**src/rtl/mmio_pkg.sv**
```systemverilog
// mmio_pkg: register word offsets and TCON bit positions shared by the timer peripheral.
package mmio_pkg;
  localparam logic [2:0] OFF_TH      = 3'd0;
  localparam logic [2:0] OFF_TL      = 3'd1;
  localparam logic [2:0] OFF_TCON    = 3'd2;
  localparam logic [2:0] OFF_LED     = 3'd3;
  localparam logic [2:0] OFF_DIGI    = 3'd4;
  localparam logic [2:0] OFF_SYSTICK = 3'd5;
  localparam int TCON_EN = 0;
  localparam int TCON_IE = 1;
  localparam int TCON_IF = 2;
endpackage

```
**src/rtl/mmio_timer.sv**
```systemverilog
// mmio_timer: prescaled reloadable 32-bit up-counter with sticky overflow flag and irq.
module mmio_timer
  import mmio_pkg::*;
#(
  parameter int PRESCALE = 1
) (
  input  logic        clk,
  input  logic        reset,
  input  logic        we_th,
  input  logic        we_tl,
  input  logic        we_tcon,
  input  logic [31:0] wdata,
  output logic [31:0] th,
  output logic [31:0] tl,
  output logic [2:0]  tcon,
  output logic        irq
);
  localparam logic [31:0] PMAX = 32'(PRESCALE - 1);
  logic [31:0] pcnt;
  logic        tick, ovf, set_if;
  assign tick   = tcon[TCON_EN] && pcnt == PMAX;
  assign ovf    = tick && &tl;
  assign set_if = ovf && tcon[TCON_IE];
  assign irq    = tcon[TCON_IF] & tcon[TCON_IE];
  // A hardware flag set is ORed into a same-cycle TCON write so the interrupt is never lost.
  always_ff @(posedge clk or negedge reset)
    if (!reset) begin
      pcnt <= '0;
      th   <= '0;
      tl   <= '0;
      tcon <= '0;
    end else begin
      if (tcon[TCON_EN]) pcnt <= tick ? '0 : pcnt + 32'd1;
      if (we_th) th <= wdata;
      tl   <= we_tl ? wdata : ovf ? th : tick ? tl + 32'd1 : tl;
      tcon <= we_tcon ? {wdata[2] | set_if, wdata[1:0]} : tcon | {set_if, 2'b00};
    end
endmodule

```
**src/rtl/mmio_timer_periph.sv**
```systemverilog
// mmio_timer_periph: 32-byte MMIO window with timer, LED, 7-seg and systick registers.
module mmio_timer_periph
  import mmio_pkg::*;
#(
  parameter logic [31:0] BASE_ADDR = 32'h4000_0000,
  parameter int          PRESCALE  = 1
) (
  input  logic        clk,
  input  logic        reset,
  input  logic [31:0] Address,
  input  logic [31:0] Write_data,
  input  logic        MemRead,
  input  logic        MemWrite,
  output logic [31:0] Read_data,
  output logic        hit,
  output logic        irq,
  output logic [7:0]  led,
  output logic [11:0] digi
);
  logic [2:0]  off, tcon;
  logic [31:0] th, tl, systick;
  logic        wr, unused_addr;
  assign hit         = Address[31:5] == BASE_ADDR[31:5];
  assign off         = Address[4:2];
  assign wr          = hit & MemWrite;
  assign unused_addr = ^Address[1:0];
  mmio_timer #(.PRESCALE(PRESCALE)) u_timer (
    .clk     (clk),
    .reset   (reset),
    .we_th   (wr && off == OFF_TH),
    .we_tl   (wr && off == OFF_TL),
    .we_tcon (wr && off == OFF_TCON),
    .wdata   (Write_data),
    .th      (th),
    .tl      (tl),
    .tcon    (tcon),
    .irq     (irq)
  );
  always_ff @(posedge clk or negedge reset)
    if (!reset) begin
      led     <= '0;
      digi    <= '0;
      systick <= '0;
    end else begin
      systick <= systick + 32'd1;
      if (wr && off == OFF_LED) led <= Write_data[7:0];
      if (wr && off == OFF_DIGI) digi <= Write_data[11:0];
    end
  always_comb
    Read_data = !(hit && MemRead)  ? 32'h0 :
                off == OFF_TH      ? th :
                off == OFF_TL      ? tl :
                off == OFF_TCON    ? {29'h0, tcon} :
                off == OFF_LED     ? {24'h0, led} :
                off == OFF_DIGI    ? {20'h0, digi} :
                off == OFF_SYSTICK ? systick : 32'h0;
endmodule

```
**config.mk**
```make
export PLATFORM = sky130hd
export DESIGN_NAME = mmio_timer_periph
export DESIGN_NICKNAME = d
export VERILOG_FILES = /design/src/rtl/mmio_pkg.sv /design/src/rtl/mmio_timer.sv /design/src/rtl/mmio_timer_periph.sv
export SDC_FILE = /design/constraint.sdc
export NUM_CORES = 1
export LEC_CHECK = 0
export CAP_MARGIN = 5
export CORE_ASPECT_RATIO = 2
export CORE_UTILIZATION = 55
export DETAILED_ROUTE_END_ITERATION = 10
export PLACE_DENSITY_LB_ADDON = 0.15
export SYNTH_ARGS = -nofsm -noshare
export SYNTH_HDL_FRONTEND = slang
export SYNTH_SLANG_ARGS = --single-unit
```
**constraint.sdc**
```tcl
create_clock -name clk -period 2.9 [get_ports clk]
set_input_delay 0.29 -clock clk [delete_from_list [all_inputs] [get_ports clk]]
set_output_delay 0.29 -clock clk [all_outputs]
set_load 0.02 [all_outputs]
```
---- Word level (Yosys, flattened, before mapping) ----
Index checks and enable logic that the tools add are counted.
word-level totals
  register bits ........................... 151
  input bits .............................. 68
cells by class
  add/sub/neg operators ................... 3
  equality and inequality tests ........... 6
  muxes and demuxes ....................... 12
  bitwise operators ....................... 4
  reductions and logical operators ........ 13
operators with widths
  kind                   number
  $mux 32                11
  $add 32x1->32 const B  3
  $logic_not 32->1       1
  $reduce_and 32->1      1
  $eq 27x26->1 const B   1
  $logic_and 1x1->1      9
  $eq 3x2->1 const B     2
  $eq 3x3->1 const B     2
  $eq 3x1->1 const B     1
  $logic_not 3->1        1
  $mux 3                 1
  $or 3x3->3             1
  $reduce_bool 3->1      1
  $and 1x1->1            2
  $or 1x1->1             1

---- Logic depth before layout (Yosys ltp) ----
Gate-level depths: netlist of the first run.
  depth in word-level cells ............... 8
  depth in mapped cells ................... 10

---- Cells and area by module ----
Synthesis of the first run repeated with hierarchy kept, for this count alone.
unflattened totals
  cell total of the unflattened synthesis .. 847
  area, all modules ....................... 8585.7 sq um
by module, submodules not included
  module             times used  cells an instance  area an instance (sq um)  seq. area each (sq um)
  mmio_timer         1           489                5205.0                    2477.4
  mmio_timer_periph  1           358                3380.7                    1301.2

---- Least setup slack after synthesis of the first run ----
OpenSTA, ideal clock, no wires.
  kind .................................... input -> output
  from .................................... in Address[15]
  to ...................................... out Read_data[12]
  arrival ................................. 2326 ps
  data required time ...................... 2610 ps
  slack ................................... 284 ps
  stages on the path ...................... 8
  cell sequence ........................... nor4b_1 > nand4_1 > nor2_1 > nand2_1 > or2_2 > clkbuf_1 > clkbuf_1 > nor2_1
between the ends
  longest elaborated chain between the ends .. 3
ends and longest elaborated chain
  item               RTL line                 source
  from (decl)        mmio_timer_periph.sv:10  input logic [31:0] Address,
  $eq 27x26->1       mmio_timer_periph.sv:23  assign hit = Address[31:5] == BASE_ADDR[31:5];
  named net hit      mmio_timer_periph.sv:15  output logic hit,
  $logic_and 1x1->1  mmio_timer_periph.sv:50  Read_data = !(hit && MemRead) ? 32'h0 :
  $mux 32            mmio_timer_periph.sv:50
  to (decl)          mmio_timer_periph.sv:14  output logic [31:0] Read_data,
The timed path passes the listed nets, and every way through them passes these cells.

---- Final worst setup path of the first run ----
  from .................................... in Address[15]
  to ...................................... out Read_data[23]
between the ends
  longest elaborated chain between the ends .. 3
ends and longest elaborated chain
  item               RTL line
  $eq 27x26->1       mmio_timer_periph.sv:23
  $logic_and 1x1->1  mmio_timer_periph.sv:50
  $mux 32            mmio_timer_periph.sv:50
No other way between the ends.

==> results.yml, run 1 <==
drt:
  antenna_violating_nets_post_route: 0
  dr_total_vias: 7159
  detail_route.wl_per_cell_um: 19.4
  detailedRoute.firstIterationViolations: 366
  number_of_detailed_routing_iterations_run_before_antenna_repair: 5
  drc_errors: 0
  postRouteWirelength_um: 22900
  detail_route.vias_per_cell: 6.05
timing:
  setup-tns-final_ps: 0
  max_slew.worst_pin.slew_ps: 872
  post-route-min-period_ps: 2750
  skew_ps: 9.71
  fin_crit_sh_pct: 94.7
  slew_headroom_pct: 41.9
  unrepaired_setup_endpoints_after_global_routing: "no"
  final-setup-viol-count: 0
  fmaxAchievable_ghz: 0.364
  timing_max_transition_violations_final: 0
  number_of_endpoints_with_negative_hold_slack_in_the_final_report: 0
global_route:
  pin_count_of_the_biggest_net_entering_global_routing: 90
  grt_pass1_vias: 7473
  grt.overflow.total: 0
  grt_antenna_before_repair: 0
  grt_pass1_wl_um: 37000
  gr-usage-all-layers_pct: 31.7
finish:
  area_growth_pct: 25.4
  multi_input_area_um2: 4270
  layout_cell_share_with_drive_strength_beyond_1_pct: 16.6
  insertedDiodeCount: 0
  final_core_util_pct: 70.3
  sequential_cell_area_um2: 3780
  final_net_count: 1047
  final.fill_count: 1155
  layoutNonFillerInstCount: 1183
clocking:
  cts.clk_slew.worst_paths_ps: 60
  tritoncts_num_sinks: 151
  clockBufferDepth: 2
  clockRootBuffer: "sky130_fd_sc_hd__clkbuf_16"
  worstSkewPairLatency_ps: 430
  cts.htree.levels: 4
  cts_tree: "built"
  cts-buffers-inserted: 17
  cts.repair_timing.setup_buffer_count: 0
placement:
  port-buffer-count: 119
  final_hpwl_dp_um: 16800
  dp_cells: 1150
  gpl.final_weighted_congestion: 0.896
synth:
  mappedNetlistArea_um2: 8260
  yosysSeqAreaShare_pct: 45.7
  synth-async-reset-ratio_pct: 100
  synth_enable_flop_cells: 0
  synthCells: 840
  postSynthRegisterBits: 151
  synthesis.nets: 912
  synth_ff_type: "sky130_fd_sc_hd__dfrtp_1"
  ys_types: 56
  yosysWarningCount: 0
  synthesis.area_per_instance_um2: 9.84
worst_setup_path:
  cp-start-kind: "input pin"
  critPathMaxStageDelay_ps: 410
  critPathMaxFanout: 10
  critPathKind: "in2out"
  critical_path.slowest_cell: "sky130_fd_sc_hd__clkdlybuf4s50_1"
  required_time_at_the_endpoint_of_the_critical_path_ps: 2610
  end_kind: "output pin"
  critical_path.cell_chain: "clkdlybuf4s50_1, nor4b_1, nand4_1, nor2_1, nand2_1, buf_4, or2_2, buf_4, nor2_1, clkbuf_2"
  critical_path_at_ps: 2460
  r2r_slack_ps: 210
job:
  cap_violations: 0
run_status:
  outcome: "finished clean"
floorplan:
  die-width_um: 88.7
  core_area_um2: 14700
  initial_utilization_pct: 56.1
  placement_rows: 63
  die_height_um: 175
  io_count: 122
  die_area_um2: 15500
power:
  design_power_total_mw: 4.67
  leakage_nw: 4.65
  power_per_cell_area_nw_per_um2: 450
  vdd.ir_drop.worst_uv: 461
worst_hold_path:
  worst_hold_path_type: "in2reg"
path summary, 6_finish.rpt:
check | startpoint | to | depth (start not counted)
min in group asynchronous | reset | u_timer.pcnt[31] | 2
worst min-delay path | Write_data[24] | u_timer.tl[24] | 3
worst max register to register | u_timer.pcnt[0] | u_timer.tl[25] | 9
max in group asynchronous | reset | u_timer.pcnt[0] | 3
worst min register to register | systick[31] | systick[31] | 1
worst max-delay path | Address[15] | Read_data[23] | 10
repair_timing:
action                     CTS  global route
setup endpoints to repair   24            23
resized for setup           30            40
hold endpoints to repair    64             0
hold buffers                 1             0
report_power, final:
part	switching (mW)	internal [mW]	total [mW]
logic	0.126	0.121	0.247
registers	0.0000600	2.11	2.11
clock network	0.927	1.39	2.31
logic make-up after synthesis:
kind of cell	Yosys count	synth area share [%]
simple gates	345	20.7
flops	151	45.7
compound gates	117	8.43
mux	102	14.2
xor+xnor	71	7.53
buf+inv	50	2.77
fa+ha+maj	4	0.606
cells in the final DEF (no fill, tap or decap), drive strengths merged, types with 6 or more instances in the layout:
cell type / instances
nor4: 28
clkdlybuf4s50: 93
and2: 6
o31ai: 6
mux2: 52
nor2: 87
o21ai: 33
dfrtp: 151
nand4: 22
a21oi: 43
xor2: 25
o211ai: 6
xnor2: 46
buf: 38
nand3: 48
inv: 13
mux4: 7
nor3: 16
clkbuf: 42
and3: 25
mux2i: 43
a31oi: 11
nand2: 86
stage by stage:
step	hold slack, ps	area [um^2]	setup slack (ps)
floorplan	-5.59	8260	284
global placement	410	9850	-211
detailed placement	424	9850	-285
CTS	450	10500	6.26
global route	489	10400	15.5
finish	466	10400	153
sequential cells by signal, summed over array words and instances (netlist names):
name and cells:
led 8, u_timer.th 32, u_timer.tl 32, digi 12, u_timer.pcnt 32, u_timer.tcon 3
systick 32
synthesized netlist by cell type (all sizes together), types with 11 or more instances:
library cell / instances / share of area, %
xnor2: 46 / 4.9
nand4: 22 / 1.8
nor3: 16 / 0.97
and3: 25 / 1.9
nor4: 28 / 2.4
dfrtp: 151 / 46
a21oi: 43 / 2.6
mux2: 52 / 7.1
buf: 17 / 1.3
nand2: 86 / 3.9
nand3: 48 / 2.9
o21ai: 33 / 2.0
nor2: 87 / 4.0
mux2i: 43 / 5.2
xor2: 25 / 2.6
a31oi: 11 / 0.83
clkbuf: 23 / 1.1
routing by layer:
metal  up-vias  wire [um]  share of wire [%]  global-route usage, %
li1       3284          -                  -                      -
met1      3572       8120                 35                   33.9
met2       235      12700                 55                   56.1
met3        68        938                4.1                   5.36
met4         0       1170                5.1                   19.3
met5         -          0                  0                      0
layout make-up:
cell class                 count  area share [%]
sequential                   151            36.5
clock buffer                  19            4.27
inverter                      10           0.362
timing repair buffer         156            13.6
clock inverter                13            1.64
multi-input combinational    639            41.3
tap                          195            2.35
critical path, delay by kind of cell:
family,cells,cell delay [ps]
and+or+nand+nor,6,1200
buffers and inverters,4,970
No activity file was read; power rests on OpenSTA's default activity.
==> run 2, diff against run 1 <==
--- a/config.mk
+++ b/config.mk
@@ -7,7 +7,7 @@
 export LEC_CHECK = 0
 export CAP_MARGIN = 5
 export CORE_ASPECT_RATIO = 2
-export CORE_UTILIZATION = 55
+export CORE_UTILIZATION = 50
 export DETAILED_ROUTE_END_ITERATION = 10
 export PLACE_DENSITY_LB_ADDON = 0.15
 export SYNTH_ARGS = -nofsm -noshare
==> constraint.sdc (replaced) <==
create_clock -name clk -period 2.45 [get_ports clk]
set_input_delay 0.245 -clock clk [delete_from_list [all_inputs] [get_ports clk]]
set_output_delay 0.245 -clock clk [all_outputs]
set_load 0.02 [all_outputs]
==> run 2 against run 1 <==
  * Combinational power rose by 29%
  * Register-to-register slack got worse by 100 ps
  * Clock-buffer cell count did not move
  * Sequential power rose by 18%
  * Setup slack got worse by 110 ps
  * First-iteration DRC count rose by 38%
  * Final cell count rose by 7.0%
  * Critical path depth fell by 1
  * Via count rose by 3.9%
  * Core utilization fell by 0.34 points
  * Design area rose by 9.3%
  * Routed wire length rose by 8.7%
==> results.yml, run 2 (same netlist as run 1, synthesis figures left out) <==
run_status:
  outcome: "finished clean"
worst_setup_path:
  required_time_at_the_endpoint_of_the_critical_path_ps: 2200
  cp-start-kind: "input pin"
  critPathMaxStageDelay_ps: 410
  critical_path.cell_chain: "clkdlybuf4s50_1, nor4_2, nand4_1, nor2_4, nand2_4, or2_4, clkbuf_16, nor2b_2, buf_4"
  critPathMaxFanout: 6
  critPathKind: "in2out"
  end_kind: "output pin"
  critical_path.slowest_cell: "sky130_fd_sc_hd__clkdlybuf4s50_1"
  critical_path_at_ps: 2170
  worst-path-buf-inv: 3
  path_delay_family: "simple AND/OR/NAND/NOR gates"
finish:
  layout_cell_share_with_drive_strength_beyond_1_pct: 25.0
  final_net_count: 1123
  layoutNonFillerInstCount: 1266
  multi_input_area_um2: 4450
  final_core_util_pct: 70.0
  insertedDiodeCount: 0
  layout_commonest_cell: "sky130_fd_sc_hd__dfrtp_1"
  layout_common_cells: "sky130_fd_sc_hd__dfrtp_1 (151), sky130_fd_sc_hd__buf_4 (105), sky130_fd_sc_hd__nand2_1 (85)"
  sequential_cell_area_um2: 3780
  final.fill_count: 1284
  area_growth_pct: 37.0
floorplan:
  initial_utilization_pct: 51.1
  core_area_um2: 16200
  io_count: 122
  die_height_um: 184
  die-width_um: 92.9
  die_area_um2: 17100
  placement_rows: 66
job:
  cap_violations: 0
global_route:
  gr-max-usage-layer: "met2"
  grt_antenna_before_repair: 0
  use_met2_pct: 54.6
  pin_count_of_the_biggest_net_entering_global_routing: 63
  grtUsageMet3_pct: 4.01
  grt.overflow.total: 0
  gr-usage-all-layers_pct: 29.4
  grt_pass1_wl_um: 38000
  groute.layer.met1.usage_pct: 31.1
  grt_pass1_vias: 7419
clocking:
  cts_tree: "built"
  clockBufferDepth: 2
  clockRootBuffer: "sky130_fd_sc_hd__clkbuf_16"
  cts-buffers-inserted: 17
  worstSkewPairLatency_ps: 420
  tritoncts_num_sinks: 151
  cts.clk_slew.worst_paths_ps: 60
  cts.htree.levels: 4
placement:
  gpl.final_weighted_congestion: 0.876
  dp_cells: 1225
  post_placement_worst_setup_slack_ps: -716
  port-buffer-count: 119
  final_hpwl_dp_um: 17600
timing:
  setup-tns-final_ps: 0
  number_of_endpoints_with_negative_hold_slack_in_the_final_report: 0
  final-setup-viol-count: 0
  fin_crit_sh_pct: 98.4
  timing_max_transition_violations_final: 0
  fmaxAchievable_ghz: 0.415
  skew_ps: 8.37
  max_slew.worst_pin.slew_ps: 587
  least_setup_slack_across_all_paths_after_layout_ps: 39.4
  slew_headroom_pct: 60.5
  post-route-min-period_ps: 2410
drt:
  detail_route.vias_per_cell: 5.88
  number_of_detailed_routing_iterations_run_before_antenna_repair: 5
  detail_route.wl_per_cell_um: 19.7
  detailedRoute.firstIterationViolations: 504
  dr_total_vias: 7439
  drc_errors: 0
  postRouteWirelength_um: 24900
  antenna_violating_nets_post_route: 0
worst_hold_path:
  worst_hold_path_type: "in2async"
power:
  vdd.ir_drop.worst_uv: 432
  leakage_nw: 5.29
  design_power_total_mw: 5.37
  power_per_cell_area_nw_per_um2: 475
[run 2: changes by cell type in the layout (fill, tap and decap cells not counted), moves of 8 or more]
cell                              change
sky130_fd_sc_hd__buf_12               +8
sky130_fd_sc_hd__buf_4               +74
sky130_fd_sc_hd__buf_6               +13
sky130_fd_sc_hd__clkbuf_2            -23
sky130_fd_sc_hd__clkdlybuf4s50_1     -23
sky130_fd_sc_hd__dlymetal6s2s_1      +15
sky130_fd_sc_hd__nor2_1              -11
[run 2: stage by stage]
| stage | hold WS [ps] | instance area, um^2 |
|---|---|---|
| after floorplan | -50.6 | 8270 |
| after global placement | 235 | 10500 |
| after detailed placement | 237 | 10500 |
| after CTS | 355 | 11000 |
| after global routing | 387 | 11300 |
| final | 340 | 11300 |
[run 2: timing repair]
item / 4_1_cts / 5_1_grt
hold endpoints to repair: 49 / 0
setup buffers: 1 / 5
resized for setup: 130 / 65
pin swaps: 6 / 14
hold buffers: 1 / 0
gates cloned: 0 / 5
endpoints found under the setup margin: 47 / 67
[run 2: final timing paths]
check                               start               to  slack [ps]  depth (start not counted)
min in group clk           Write_data[28]   u_timer.tl[28]         410                          3
setup / recovery               Address[9]     Read_data[9]          40                          9
setup reg to reg           u_timer.tl[28]   u_timer.tl[11]         110                          5
hold reg to reg               systick[31]      systick[31]         480                          1
max in group asynchronous           reset  u_timer.pcnt[0]        1280                          3
hold / removal                      reset  u_timer.pcnt[8]         340                          2
[run 2: where the power goes]
group	switching (mW)	leakage, nW	internal [mW]
clock network	1.07	0.269	1.49
registers	0.0000689	1.98	2.49
logic	0.164	3.04	0.153
[run 2: routing by layer]
metal / vias to the layer above / part of all wire (%)
li1: 3442 / -
met1: 3692 / 35
met2: 232 / 56
met3: 73 / 4.0
met4: 0 / 5.2
met5: - / 0
[run 2: final cells by class]
cell class / instances / share of cell area (%)
clock inverter: 11 / 1.14
clock buffer: 19 / 3.82
inverter: 10 / 0.332
timing repair buffer: 230 / 19.7
tap: 204 / 2.25
multi-input combinational: 641 / 39.3
sequential: 151 / 33.4
[run 2: worst reg2reg max path: cells and delay by family (launching register included)]
family | cells | cell delay [ps]
AO/OA/AOI/OAI | 1 | 230
flip-flops | 1 | 430
AND/OR/NAND/NOR | 4 | 1570
==> run 3, diff against run 2 <==
--- a/config.mk
+++ b/config.mk
@@ -5,11 +5,13 @@
 export SDC_FILE = /design/constraint.sdc
 export NUM_CORES = 1
 export LEC_CHECK = 0
+export ABC_AREA = 1
 export CAP_MARGIN = 5
 export CORE_ASPECT_RATIO = 2
-export CORE_UTILIZATION = 50
+export CORE_UTILIZATION = 52
 export DETAILED_ROUTE_END_ITERATION = 10
 export PLACE_DENSITY_LB_ADDON = 0.15
+export SKIP_LAST_GASP = 1
 export SYNTH_ARGS = -nofsm -noshare
 export SYNTH_HDL_FRONTEND = slang
 export SYNTH_SLANG_ARGS = --single-unit
==> run 3 against run 2 <==
  * Global-route usage up 10 points
  * Setup slack better by 77 ps
  * Combinational power down 5%
  * Flip-flop and latch count unchanged
  * Critical path type unchanged
  * Critical path depth up 1
  * First-iteration DRC count up 33%
  * Power up 1.2%
  * Area after synthesis up 21%
  * Largest power group unchanged
==> results.yml, run 3 <==
run_status:
  outcome: "finished clean"
floorplan:
  placement_rows: 71
  die-width_um: 100
  io_count: 122
  core_area_um2: 18800
  die_area_um2: 19900
  die_height_um: 198
  initial_utilization_pct: 53.3
worst_setup_path:
  critPathMaxStageDelay_ps: 420
  path_delay_family: "buffers and inverters"
  critical_path.cell_chain: "clkdlybuf4s50_1, nor2_1, nand2_1, nor2_1, nand2_1, nor2_4, nand2_1, buf_4, nor2_1, dlygate4sd2_1"
  critical_path.slowest_cell: "sky130_fd_sc_hd__clkdlybuf4s50_1"
  cp-start-kind: "input pin"
  critPathKind: "in2out"
  worst-path-buf-inv: 3
  required_time_at_the_endpoint_of_the_critical_path_ps: 2200
  critical_path_at_ps: 2090
  worstRegToRegCells: 11
  critPathMaxFanout: 10
  worst-path-stages: 10
  end_kind: "output pin"
drt:
  postRouteWirelength_um: 38100
  detailedRoute.firstIterationViolations: 671
  detail_route.vias_per_cell: 5.69
  detail_route.wl_per_cell_um: 20.0
  antenna_violating_nets_post_route: 0
  number_of_detailed_routing_iterations_run_before_antenna_repair: 5
  dr_total_vias: 10800
  drc_errors: 0
power:
  design_power_total_mw: 5.44
  vdd.ir_drop.worst_uv: 465
  power.switching_fraction_pct: 23.5
  comb_power_share_pct: 5.5
  leakage_nw: 6.07
  fraction_of_power_consumed_by_sequential_logic_pct: 45.8
  netSwitchingPower_mw: 1.28
  internal-power_mw: 4.16
  clock_power_share_pct: 48.6
  power_per_cell_area_nw_per_um2: 443
timing:
  max_slew.worst_pin.slew_ps: 588
  setup-tns-final_ps: 0
  final.hold.worst_slack_ps: 353
  least_setup_slack_across_all_paths_after_layout_ps: 117
  post-route-min-period_ps: 2330
  fin_crit_sh_pct: 95.2
  number_of_endpoints_with_negative_hold_slack_in_the_final_report: 0
  unrepaired_setup_endpoints_after_global_routing: "yes"
  slew_headroom_pct: 60.6
  skew_ps: 8.92
  fmaxAchievable_ghz: 0.429
  timing_max_transition_violations_final: 0
  final-setup-viol-count: 0
synth:
  ys_types: 41
  synthCells: 1495
  synth_enable_flop_cells: 0
  yosysWarningCount: 0
  postSynthRegisterBits: 151
  mappedNetlistArea_um2: 10000
  synth-async-reset-ratio_pct: 100
  post-synth-top-count-cell: "sky130_fd_sc_hd__nand2_1"
  synth_top_area_share_pct: 37.7
  synthesis.area_per_instance_um2: 6.71
  synth_ff_type: "sky130_fd_sc_hd__dfrtp_1"
  ys_top_cells_by_count: "sky130_fd_sc_hd__nand2_1 (521), sky130_fd_sc_hd__nor2_1 (160), sky130_fd_sc_hd__inv_1 (155), sky130_fd_sc_hd__dfrtp_1 (151), sky130_fd_sc_hd__nand3_1 (107)"
  synthesis.nets: 1567
  yosysSeqAreaShare_pct: 37.7
  yosys-top-cells-area: "sky130_fd_sc_hd__dfrtp_1 (38%), sky130_fd_sc_hd__nand2_1 (19%), sky130_fd_sc_hd__nor2_1 (6.0%)"
  synth_largest_area_cell: "sky130_fd_sc_hd__dfrtp_1"
clocking:
  cts.repair_timing.setup_buffer_count: 0
  cts_tree: "built"
  clockBufferDepth: 2
  worstSkewPairLatency_ps: 440
  cts.clk_slew.worst_paths_ps: 70
  cts.htree.levels: 4
  tritoncts_num_sinks: 151
  clockRootBuffer: "sky130_fd_sc_hd__clkbuf_16"
  cts-buffers-inserted: 17
placement:
  gpl.final_weighted_congestion: 0.987
  port-buffer-count: 119
  post_placement_worst_setup_slack_ps: -223
  dp_cells: 1872
  final_hpwl_dp_um: 28700
global_route:
  gr-usage-all-layers_pct: 39.9
  grt_pass1_vias: 11000
  grt.overflow.total: 0
  grt_antenna_before_repair: 0
  grt_pass1_wl_um: 58600
  pin_count_of_the_biggest_net_entering_global_routing: 54
finish:
  layoutNonFillerInstCount: 1905
  area_growth_pct: 22.4
  multi_input_area_um2: 5350
  layout_common_cells: "sky130_fd_sc_hd__nand2_1 (521), sky130_fd_sc_hd__nor2_1 (160), sky130_fd_sc_hd__inv_1 (154)"
  sequential_cell_area_um2: 3780
  layout_commonest_cell: "sky130_fd_sc_hd__nand2_1"
  layout_cell_share_with_drive_strength_beyond_1_pct: 9.21
  final.fill_count: 1813
  final_net_count: 1709
  insertedDiodeCount: 0
job:
  cap_violations: 0
worst_hold_path:
  worst_hold_path_type: "in2async"
-- run 3: changes by cell type after synthesis, sizes merged, moves of 18 or more --
cell   previous run  this run
and3             25         1
buf              17        35
inv              10       164
mux2             52         0
mux2i            43         0
nand2            86       525
nand3            48       111
nand4            22        57
nor2             87       175
nor4             28         6
o21ai            33        66
xnor2            46         8
xor2             25        56
-- run 3: worst reg2reg max path, cell delays in order (launching register included) --
cell                       delay, ps
sky130_fd_sc_hd__dfrtp_1         360
sky130_fd_sc_hd__ha_1            270
sky130_fd_sc_hd__nand3_1         190
sky130_fd_sc_hd__clkinv_1        140
sky130_fd_sc_hd__nand2_1         160
sky130_fd_sc_hd__nor2_4          190
sky130_fd_sc_hd__nand2_1         110
sky130_fd_sc_hd__nor2_1          260
sky130_fd_sc_hd__nand3_1         130
sky130_fd_sc_hd__nand2_1         160
sky130_fd_sc_hd__nand3_1         100
sky130_fd_sc_hd__nand2_1          70
-- run 3: cells by family (layout without fill, tap and decap cells) --
| kind of cell | count (synthesis) | after routing | share of synthesized area [%] |
|---|---|---|---|
| flip-flops | 151 | 151 | 37.7 |
| AND/OR/NAND/NOR | 915 | 915 | 39.3 |
| AO/OA/AOI/OAI | 140 | 140 | 7.81 |
| adder cells (fa/ha/maj) | 4 | 4 | 0.499 |
| XOR/XNOR | 64 | 64 | 5.59 |
| buffers and inverters | 221 | 376 | 9.15 |
-- run 3: routing by layer --
layer	global-route usage [%]	part of all wire, %
met2	71.4	53
met3	7.70	6.5
met5	0	0
met4	36.0	9.9
met1	37.4	31
-- run 3: what timing repair did --
action,in CTS,in global routing
hold endpoints to repair,51,0
hold buffers,1,0
setup endpoints to repair,32,25
resized for setup,32,52
-- run 3: through the flow --
step	util, %	area [um^2]
2_1_floorplan	-	10000
3_3_place_gp	62.7	11800
3_5_place_dp	62.7	11800
4_1_cts	65.6	12400
5_1_grt	65.2	12300
6_report	65.2	12300
-- run 3: layout make-up --
cell class	instances	area share [%]
Timing Repair Buffer	179	13.4
Inverter	165	5.04
Clock inverter	11	1.02
Clock buffer	21	3.67
Multi-Input combinational cell	1123	43.5
Tap cell	255	2.60
Sequential cell	151	30.8
-- run 3: worst paths after layout --
check / endpoint / slack (ps) / from
max: Read_data[24] / 120 / Address[26]
min: u_timer.pcnt[4] / 350 / reset
max reg2reg: u_timer.tl[30] / 250 / u_timer.tl[1]
min reg2reg: systick[16] / 490 / systick[16]
max in group asynchronous: u_timer.th[2] / 1380 / reset
min in group clk: u_timer.th[19] / 390 / Write_data[19]
-- run 3: power by group through the flow --
stage | clock network [mW] | logic (mW) | registers (mW)
after floorplan | 0 | 0.0539 | 2.54
after CTS | 2.66 | 0.300 | 2.49
after global placement | 0 | 0.296 | 2.54
final | 2.64 | 0.301 | 2.49
after detailed placement | 0 | 0.297 | 2.54
after global routing | 2.77 | 0.325 | 2.49
